[config.mk]
export PLATFORM = sky130hd
export DESIGN_NAME = mux_sel_buf
export DESIGN_NICKNAME = d
export VERILOG_FILES = /design/src/rtl/mux_sel_buf.sv
export SDC_FILE = /design/constraint.sdc
export NUM_CORES = 1
export LEC_CHECK = 0
export BUFFER_PORTS_ARGS = -buffer_cell sky130_fd_sc_hd__buf_2
export CAP_MARGIN = 20
export CORE_AREA = 2 2 87 89
export CTS_BUF_LIST = sky130_fd_sc_hd__clkbuf_16
export DETAILED_ROUTE_END_ITERATION = 10
export DIE_AREA = 0 0 89 91
export GPL_TIMING_DRIVEN = 0
export PLACE_DENSITY = 0.77
export SYNTH_ARGS = -nofsm -noshare
export SYNTH_HDL_FRONTEND = slang
export SYNTH_SLANG_ARGS = --single-unit
[constraint.sdc]
create_clock -name clk -period 1.82 [get_ports clk]
set_input_delay 0.364 -clock clk [delete_from_list [all_inputs] [get_ports clk]]
set_output_delay 0.364 -clock clk [all_outputs]
set_load 0.03 [all_outputs]
[src/rtl/mux_sel_buf.sv]
// N-way word selector feeding a 2-entry registered FIFO with valid/ready handshake.
// Out-of-range select codes replay the last good word and raise a sticky error flag.

module mux_sel_lane #(
  parameter int WIDTH = 18,
  parameter int SEL_W = 3,
  parameter int IDX   = 0
) (
  input  logic [SEL_W-1:0] sel,
  input  logic [WIDTH-1:0] word,
  output logic [WIDTH-1:0] masked
);
  assign masked = (sel == SEL_W'(IDX)) ? word : '0;
endmodule

module mux_sel_buf #(
  parameter int WIDTH  = 18,
  parameter int NUM_IN = 6,
  parameter int SEL_W  = 3
) (
  input  logic                    clk,
  input  logic                    rst_n,
  input  logic [NUM_IN*WIDTH-1:0] in_data,
  input  logic [SEL_W-1:0]        sel,
  input  logic                    in_valid,
  output logic                    in_ready,
  output logic [WIDTH-1:0]        out_data,
  output logic                    out_valid,
  input  logic                    out_ready,
  output logic                    sel_err,
  input  logic                    err_clr
);
  localparam int CW = SEL_W + 1;

  typedef struct packed {
    logic             bad;
    logic [WIDTH-1:0] word;
  } req_t;

  typedef enum logic [1:0] {S_EMPTY, S_ONE, S_FULL} state_t;

  logic [NUM_IN-1:0][WIDTH-1:0] lane_in, lane_out;
  logic [WIDTH-1:0]             picked, last_good, tail;
  logic                         sel_ok, accept, pop;
  logic                         head_ld, head_from_tail, tail_ld;
  req_t                         req;
  state_t                       state, state_nxt;

  assign lane_in = in_data;

  // Each lane passes its word only when selected; OR-reduce gives the pick.
  for (genvar g = 0; g < NUM_IN; g++) begin : g_lane
    mux_sel_lane #(.WIDTH(WIDTH), .SEL_W(SEL_W), .IDX(g)) u_lane (
      .sel    (sel),
      .word   (lane_in[g]),
      .masked (lane_out[g])
    );
  end

  always_comb begin
    picked = '0;
    for (int i = 0; i < NUM_IN; i++) picked |= lane_out[i];
  end

  assign sel_ok   = {1'b0, sel} < CW'(NUM_IN);
  assign req.bad  = !sel_ok;
  assign req.word = sel_ok ? picked : last_good;
  assign accept   = in_valid & in_ready;
  assign pop      = out_valid & out_ready;

  always_comb begin
    state_nxt      = state;
    head_ld        = 1'b0;
    head_from_tail = 1'b0;
    tail_ld        = 1'b0;
    case (state)
      S_EMPTY: if (accept) begin
        state_nxt = S_ONE;
        head_ld   = 1'b1;
      end
      S_ONE: begin
        if (accept && pop) head_ld = 1'b1;
        else if (accept) begin
          tail_ld   = 1'b1;
          state_nxt = S_FULL;
        end else if (pop) state_nxt = S_EMPTY;
      end
      S_FULL: if (pop) begin
        head_from_tail = 1'b1;
        state_nxt      = S_ONE;
      end
      default: state_nxt = S_EMPTY;
    endcase
  end

  // Handshake flags are registered from the next state, so no in->out comb path.
  always_ff @(posedge clk) begin
    if (!rst_n) begin
      state     <= S_EMPTY;
      out_data  <= '0;
      tail      <= '0;
      last_good <= '0;
      sel_err   <= 1'b0;
      in_ready  <= 1'b0;
      out_valid <= 1'b0;
    end else begin
      state     <= state_nxt;
      in_ready  <= (state_nxt != S_FULL);
      out_valid <= (state_nxt != S_EMPTY);
      if (head_ld)             out_data <= req.word;
      else if (head_from_tail) out_data <= tail;
      if (tail_ld)             tail <= req.word;
      if (accept && !req.bad)  last_good <= req.word;
      if (accept && req.bad)   sel_err <= 1'b1;
      else if (err_clr)        sel_err <= 1'b0;
    end
  end
endmodule

== After elaboration in Yosys (flattened, before gate mapping) ==
Index checks and enable logic that the tools add are counted.
Widths: inputs -> output; s select.

* Bits in registers: 59
* Word-level logic and storage cells: 56
* Input port bits: 116

* Reduce and logical (&&, ||, !) cells: 9
* Equality and inequality tests: 8
* Magnitude comparators: 1
* Mux-type cells: 24
* Bitwise operators: 7

{| class="wikitable"
|+ Operators by type and width
! operator !! number
|-
| $mux 18 || 9
|-
| $or 18x18->18 || 5
|-
| $mux 2 || 5
|-
| $mux 1 || 8
|-
| $eq 3x2->1 const B || 2
|-
| $eq 3x3->1 const B || 2
|-
| $pmux 2 s3 || 1
|-
| $reduce_bool 2->1 || 3
|-
| $eq 3x1->1 const B || 1
|-
| $logic_and 1x1->1 || 3
|-
| $logic_not 3->1 || 1
|-
| $lt 3x3->1 const B || 1
|-
| $and 1x1->1 || 2
|-
| $eq 2x1->1 const B || 1
|-
| $eq 2x2->1 const B || 1
|-
| $logic_not 2->1 || 1
|-
| $ne 2x2->1 const B || 1
|-
| $pmux 1 s2 || 1
|-
| $logic_not 1->1 || 1
|}

== Logic depth before layout (Yosys ltp) ==
Gate-level depths: netlist (run 1).

* Depth after elaboration: 9
* Gate-level depth with buffers: 7

== By module ==
A second synthesis (run 1) with hierarchy kept.

* Cell total of the unflattened synthesis: 432
* Area total of the unflattened synthesis: 4380.5 sq um

{| class="wikitable"
|+ By module, submodules not included
! module !! area each (sq um) !! times used !! sequential area each (sq um) !! cells each
|-
| mux_sel_buf || 2776.4 || 1 || 1181.1 || 303
|-
| mux_sel_lane (g_lane[1].u_lane ...) || 307.8 || 3 || 0.0 || 21
|-
| mux_sel_lane (g_lane[3].u_lane ...) || 195.2 || 2 || 0.0 || 21
|-
| mux_sel_lane (g_lane[0].u_lane) || 290.3 || 1 || 0.0 || 24
|}

== Least setup slack after synthesis (run 1) ==
No wires, ideal clock.

* Path kind: input port to flip-flop
* Start point: in sel[1]
* End point: reg out_data[12]
* Stages: 6
* Path slack: 124 ps
* Arrival time: 1560 ps
* Setup time: 136 ps
* Buffers on the path: 2
* Cells stage by stage: buf_6 > nor2b_1 > buf_6 > a221o_1 > a222oi_1 > o32ai_1

* Word-level cells in the longest chain between the ends: 9

{| class="wikitable"
|+ RTL lines
! what !! RTL line !! source
|-
| from (decl) || 24 || <nowiki>input logic [SEL_W-1:0] sel,</nowiki>
|-
| $eq 3x1->1 / $logic_not 3->1 (equally long branches) || 13 || <nowiki>assign masked = (sel == SEL_W'(IDX)) ? word : '0;</nowiki>
|-
| $mux 18 || 13 ||
|-
| $or 18x18->18 (5 in series) || 62 || <nowiki>for (int i = 0; i < NUM_IN; i++) picked |= lane_out[i];</nowiki>
|-
| $mux 18 (*) || 67 || <nowiki>assign req.word = sel_ok ? picked : last_good;</nowiki>
|-
| $mux 18 (*) || 110 || <nowiki>if (head_ld) out_data <= req.word;</nowiki>
|-
| to (signal assigned) || 110 ||
|-
| to (signal assigned) || 111 || <nowiki>else if (head_from_tail) out_data <= tail;</nowiki>
|-
| to (decl) || 27 || <nowiki>output logic [WIDTH-1:0] out_data,</nowiki>
|}

Every way passes the cells marked *; elsewhere a longest branch is shown, timed or not.
A chain may end at the register's enable or synchronous reset.

== Worst setup path after layout (run 1) ==
* Start point: in sel[2]
* End point: reg out_data[10]

Same word-level chain as after synthesis.

==> results.json, run 1 <==
{
  "outcome": "finished clean",
  "drc": 0,
  "first_pass_iters": 5,
  "coreArea_mm2": 0.007137,
  "cpPeakStageDelay_ns": 0.43,
  "grt_usage_pct": 28.33,
  "grt_max_degree": 11,
  "cp_max_fo": 10,
  "vias": 3923,
  "final_layout_size_suffix_gt1_share_pct": 32.79,
  "synth_top_area_share_pct": 34.72,
  "ctsHoldBuffers": 0,
  "setup_viol": 0,
  "fp.dieH_um": 91,
  "ys_top_cells_by_area": "dfxtp_1 (35%), mux2i_1 (6.5%), o21ai_0 (5.6%)",
  "drv_slew": 0,
  "netlist_top_cells_count": "dfxtp_1 (59), o21ai_0 (38), a21oi_1 (28)",
  "synth_seq_cells": 59,
  "ys_seq_area_share_pct": 34.72,
  "clock-root-buffer": "clkbuf_16",
  "leakage_nw": 2.128,
  "dieArea_mm2": 0.008099,
  "syn_inst": 400,
  "crit_start": "sel[2]",
  "powerDensity_mw_per_mm2": 805.4,
  "tightest_slew_ns": 0.6141,
  "antenna_found_initial": 0,
  "fin_crit_sh_pct": 92.33,
  "critPathRequiredTime_ns": 2.00,
  "grt_pass1_wl_mm": 18.15,
  "fmax_mhz": 595.1,
  "ioPinCount": 137,
  "fin_nets": 666,
  "crit_buf_inv": 3,
  "async_flop_share_pct": 0,
  "synth_warnings": 0,
  "final_util_pct": 63.25,
  "path_cells": "buf_2 -> buf_4 -> buf_2 -> mux2i_1 -> o32ai_1 -> a211oi_1 -> o32ai_1",
  "overflow": 0,
  "detail_route.vias_per_cell": 5.998,
  "cpMaxStageDelayCell": "a211oi_1",
  "maxCapViolations": 0,
  "numCtsBuffers": 9,
  "finalHoldViolCount": 0,
  "cp-start-kind": "primary input",
  "path_clk_slew_ns": 0.05,
  "netlist_area_mm2": 0.003402,
  "combPwrFrac_pct": 22.0,
  "detail_route.wl_per_cell_um": 17.46,
  "dpl_worst_slack_ns": -0.3034,
  "cts_max_level": 3,
  "hold_class": "in2reg",
  "synth-edff-count": 0,
  "io_buffers": 135,
  "hpwlAfterDp_mm": 8.693,
  "clock_sinks": 59,
  "synth.distinct_cells": 46,
  "reg2reg_from": "state[0]$_SDFF_PN0_",
  "critPathTopFamily": "compound AO/OA/AOI/OAI gates",
  "clock_power_share_pct": 39.2,
  "area_growth_pct": 32.70,
  "syn_area_per_cell_um2": 8.505,
  "placementRows": 31,
  "switching_share_pct": 28.95,
  "antenna_left": 0,
  "p_int_w": 0.002583,
  "cts_buffer_depth": 2,
  "critical_path_class": "in2reg",
  "routed_wl_mm": 11.42,
  "yosysMostFrequentCell": "dfxtp_1",
  "start_util_pct": 47.67,
  "hold_start": "rst_n",
  "fin_crit_ns": 1.680,
  "rsz0062_at_grt": "no",
  "fin_ws_ns": 0.1395,
  "cts_tree": "yes",
  "drtIter0Drc": 286,
  "ys.flop_type": "dfxtp_1",
  "fin_skew_ns": 0.006427,
  "slew_headroom_pct": 59.06,
  "synth_fp_nets": 516,
  "n_antenna_cell": 0,
  "gp_congestion": 0.8958,
  "yosysTopAreaCell": "dfxtp_1",
  "arrival_ns": 1.86,
  "vdd_drop_max_mv": 0.4539,
  "switching_power_w": 0.001053,
  "seqPwrFrac_pct": 38.8,
  "dieWidth_um": 89,
  "clk_latency_ns": 0.32,
  "grt_pass1_vias": 3919,
  "cp-end-kind": "register"
}
==> cells by family after synthesis <==
kind of cell,Yosys count,share of synthesized area [%]
AO/OA/AOI/OAI,182,37.66
XOR/XNOR,1,0.2575
buffers and inverters,49,6.436
flip-flops,59,34.72
multiplexers,26,7.797
AND/OR/NAND/NOR,83,13.13
==> cell type report <==
type | count | area, um^2
fillers | 685 | 2623
multi-input cells | 292 | 2027
flip-flops and latches | 59 | 1181
repair buffers | 139 | 705.7
clock buffers | 9 | 225.2
plain buffers | 40 | 188.9
well taps | 99 | 123.9
inverters | 9 | 33.78
clock inverters | 7 | 28.78
==> power by group through the flow <==
stage	sequential, W	clock [W]	combinational (W)
floorplan	0.00150	0	0.000398
global placement	0.00143	0	0.000751
detailed placement	0.00143	0	0.000758
CTS	0.00141	0.00144	0.000763
global route	0.00142	0.00150	0.000869
finish	0.00141	0.00142	0.000801
==> tightest hold or removal path: cells and delay by family <==
family	cells	cell delay [ns]
buffers and inverters	1	0.10
AND/OR/NAND/NOR	1	0.06
AO/OA/AOI/OAI	1	0.09
==> layout by cell type, fill, tap and decap left out, types with 5 or more instances in the layout <==
cell type / synthesis / final
a211oi_1: 10 / 7
a21boi_0: 11 / 11
a21o_1: 15 / 15
a21oi_1: 28 / 28
a221o_1: 10 / 10
a222oi_1: 5 / 5
a22oi_1: 6 / 6
and3b_1: 5 / 5
buf_2: 13 / 148
buf_4: 1 / 5
clkbuf_1: 24 / 21
clkbuf_16: 0 / 9
dfxtp_1: 59 / 59
inv_1: 8 / 11
mux2i_1: 22 / 22
nand2_1: 16 / 16
nand2b_1: 8 / 8
nand3_1: 18 / 18
nor2_1: 10 / 10
nor2b_1: 5 / 5
nor3_1: 9 / 9
o21ai_0: 38 / 38
o31ai_1: 14 / 14
o32ai_1: 19 / 19
==> state kept, by name (all words and copies together), names as in the netlist <==
signal / flops
last_good: 18
state: 2
tail: 18
in_ready: 1
out_data: 18
sel_err: 1
out_valid: 1
==> routing by layer <==
| layer | wire, um | up-vias | GRT usage, % |
|---|---|---|---|
| li1 | - | 1855 | - |
| met1 | 4823 | 1818 | 37.62 |
| met2 | 5424 | 230 | 45.52 |
| met3 | 964 | 20 | 5.273 |
| met4 | 206 | 0 | 10.07 |
| met5 | 0 | - | 0 |
==> what timing repair did <==
action,4_1_cts,5_1_grt
resized for setup,0,11
setup endpoints to repair,0,26
buffers inserted,0,4
==> worst paths after layout <==
kind | end | slack [ns] | cells after the start
setup / recovery | out_data[10]$_SDFFE_PN0P_ | 0.14 | 7
hold / removal | state[0]$_SDFF_PN0_ | 0.35 | 3
setup reg to reg | out_data[10]$_SDFFE_PN0P_ | 0.21 | 5
hold reg to reg | tail[5]$_SDFFE_PN0P_ | 0.46 | 2
==> metrics by stage <==
| step | std cells | hold WS, ns | setup TNS (ns) | power, W | area [um^2] |
|---|---|---|---|---|---|
| final | 654 | 0.3538 | 0 | 0.003636 | 4514 |
| after global routing | 654 | 0.3559 | 0 | 0.003785 | 4514 |
| after CTS | 650 | 0.3437 | 0 | 0.003616 | 4456 |
| after detailed placement | 634 | 0.4502 | -8.083 | 0.002192 | 4202 |
| after global placement | 634 | 0.4389 | -6.893 | 0.002183 | 4202 |
| after floorplan | 400 | 0.4315 | 0 | 0.001893 | 3402 |
(Power assumes the default switching activity.)
==> inputs of run 2 (changes only) <==
--- a/config.mk
+++ b/config.mk
@@ -6,5 +6,5 @@
 export NUM_CORES = 1
 export LEC_CHECK = 0
-export BUFFER_PORTS_ARGS = -buffer_cell sky130_fd_sc_hd__buf_2
+export BUFFER_PORTS_ARGS = -buffer_cell sky130_fd_sc_hd__buf_4
 export CAP_MARGIN = 20
 export CORE_AREA = 2 2 87 89
==> constraint.sdc (replaced) <==
create_clock -name clk -period 1.82 [get_ports clk]
set_input_delay 0.273 -clock clk [delete_from_list [all_inputs] [get_ports clk]]
set_output_delay 0.273 -clock clk [all_outputs]
set_load 0.03 [all_outputs]
==> results.json, run 2 (synthesis gave the netlist of run 1 again) <==
{
  "n_fill_cell": 626,
  "dieArea_mm2": 0.008099,
  "grt_pass1_vias": 3839,
  "postCtsSetupBuffers": 0,
  "fp.dieH_um": 91,
  "start_util_pct": 47.67,
  "fin_crit_sh_pct": 94.10,
  "critical_path_class": "in2reg",
  "final_layout_size_suffix_gt1_share_pct": 32.12,
  "seqPwrFrac_pct": 33.9,
  "fin_ws_ns": 0.1073,
  "power_w": 0.004170,
  "rsz0062_at_grt": "no",
  "overflow": 0,
  "cp-start-kind": "primary input",
  "detail_route.wl_per_cell_um": 18.20,
  "top_regs": "last_good: 18 flops, out_data: 18 flops, tail: 18 flops",
  "coreArea_mm2": 0.007137,
  "cp-end-kind": "register",
  "vias": 3962,
  "fmax_mhz": 583.9,
  "path_clk_slew_ns": 0.05,
  "first_pass_iters": 7,
  "multi_input_area_mm2": 0.002011,
  "gp_congestion": 0.9391,
  "placementRows": 31,
  "combPwrFrac_pct": 20.9,
  "powerDensity_mw_per_mm2": 853.8,
  "seq_area_mm2": 0.001181,
  "arrival_ns": 1.90,
  "antenna_left": 0,
  "ctsHoldBuffers": 0,
  "antenna_found_initial": 0,
  "grt_pass1_wl_mm": 18.66,
  "ioPinCount": 137,
  "final_cells": 650,
  "holdWs_ns": 0.2690,
  "hold_class": "in2reg",
  "leakage_nw": 2.232,
  "grt_max_degree": 11,
  "area_growth_pct": 43.55,
  "clk_latency_ns": 0.32,
  "fin_skew_ns": 0.004088,
  "drv_slew": 0,
  "cts_buffer_depth": 2,
  "fin_nets": 662,
  "vdd_drop_max_mv": 0.5657,
  "hpwlAfterDp_mm": 8.951,
  "fin_crit_ns": 1.713,
  "dp.cells": 634,
  "switching_power_w": 0.001082,
  "critPathRequiredTime_ns": 2.01,
  "rrSetupSlack_ns": 0.13,
  "setup_viol": 0,
  "io_buffers": 135,
  "outcome": "finished clean",
  "final_cell_mix": "buf_4 (136), dfxtp_1 (59), o21ai_0 (38)",
  "n_antenna_cell": 0,
  "cp_max_fo": 10,
  "tightest_slew_ns": 0.6773,
  "routed_wl_mm": 11.83,
  "finalHoldViolCount": 0,
  "layout_commonest_cell": "buf_4",
  "cts_max_level": 3,
  "cts.repair.resized": 0,
  "detail_route.vias_per_cell": 6.095,
  "grt_usage_pct": 29.23,
  "clock_sinks": 59,
  "drc": 0,
  "cts_tree": "yes",
  "clock-root-buffer": "clkbuf_16",
  "final_util_pct": 68.43,
  "dpl_worst_slack_ns": -0.1656,
  "numCtsBuffers": 9,
  "slew_headroom_pct": 54.57,
  "switching_share_pct": 25.95,
  "maxCapViolations": 0,
  "clock_power_share_pct": 45.2,
  "p_int_w": 0.003088,
  "drtIter0Drc": 315,
  "dieWidth_um": 89
}
## run 2: metrics by stage
| stage | area (um^2) | setup TNS, ns |
|---|---|---|
| floorplan | 3402 | 0 |
| global placement | 4539 | -2.750 |
| detailed placement | 4539 | -3.320 |
| CTS | 4872 | 0 |
| global route | 4883 | 0 |
| finish | 4883 | 0 |
## run 2: final timing paths
check,start,to,depth (start not counted)
setup / recovery,sel[2],out_data[14]$_SDFFE_PN0P_,7
hold / removal,err_clr,sel_err$_SDFFE_PN0P_,3
setup reg to reg,state[0]$_SDFF_PN0_,out_data[1]$_SDFFE_PN0P_,5
hold reg to reg,tail[8]$_SDFFE_PN0P_,tail[8]$_SDFFE_PN0P_,2
## run 2: critical path, cell delays in order
cell and delay [ns]:
buf_4 0.10, buf_4 0.17, buf_2 0.27, mux2i_1 0.23
o21ai_1 0.08, a221oi_1 0.61, o32ai_1 0.16
## run 2: cell type report
type | count | area share (%)
Multi-Input combinational cell | 292 | 41.17
Timing Repair Buffer | 135 | 20.75
Sequential cell | 59 | 24.19
Inverter | 9 | 0.6918
Buffer | 40 | 3.843
Clock inverter | 7 | 2.203
Tap cell | 99 | 2.537
Clock buffer | 9 | 4.612
## run 2: power groups by stage
stage | combinational [W] | sequential [W] | clock [W]
floorplan | 0.000398 | 0.00150 | 0
global placement | 0.000835 | 0.00143 | 0
detailed placement | 0.000844 | 0.00144 | 0
CTS | 0.000852 | 0.00141 | 0.00188
global route | 0.000931 | 0.00142 | 0.00194
finish | 0.000870 | 0.00141 | 0.00189
## run 2: metal layers
metal	vias to the layer above	global-route usage [%]	routed length (um)
met3	26	3.909	881
met4	0	12.19	317
met5	-	0	0
li1	1852	-	-
met2	204	47.14	5709
met1	1880	38.79	4920
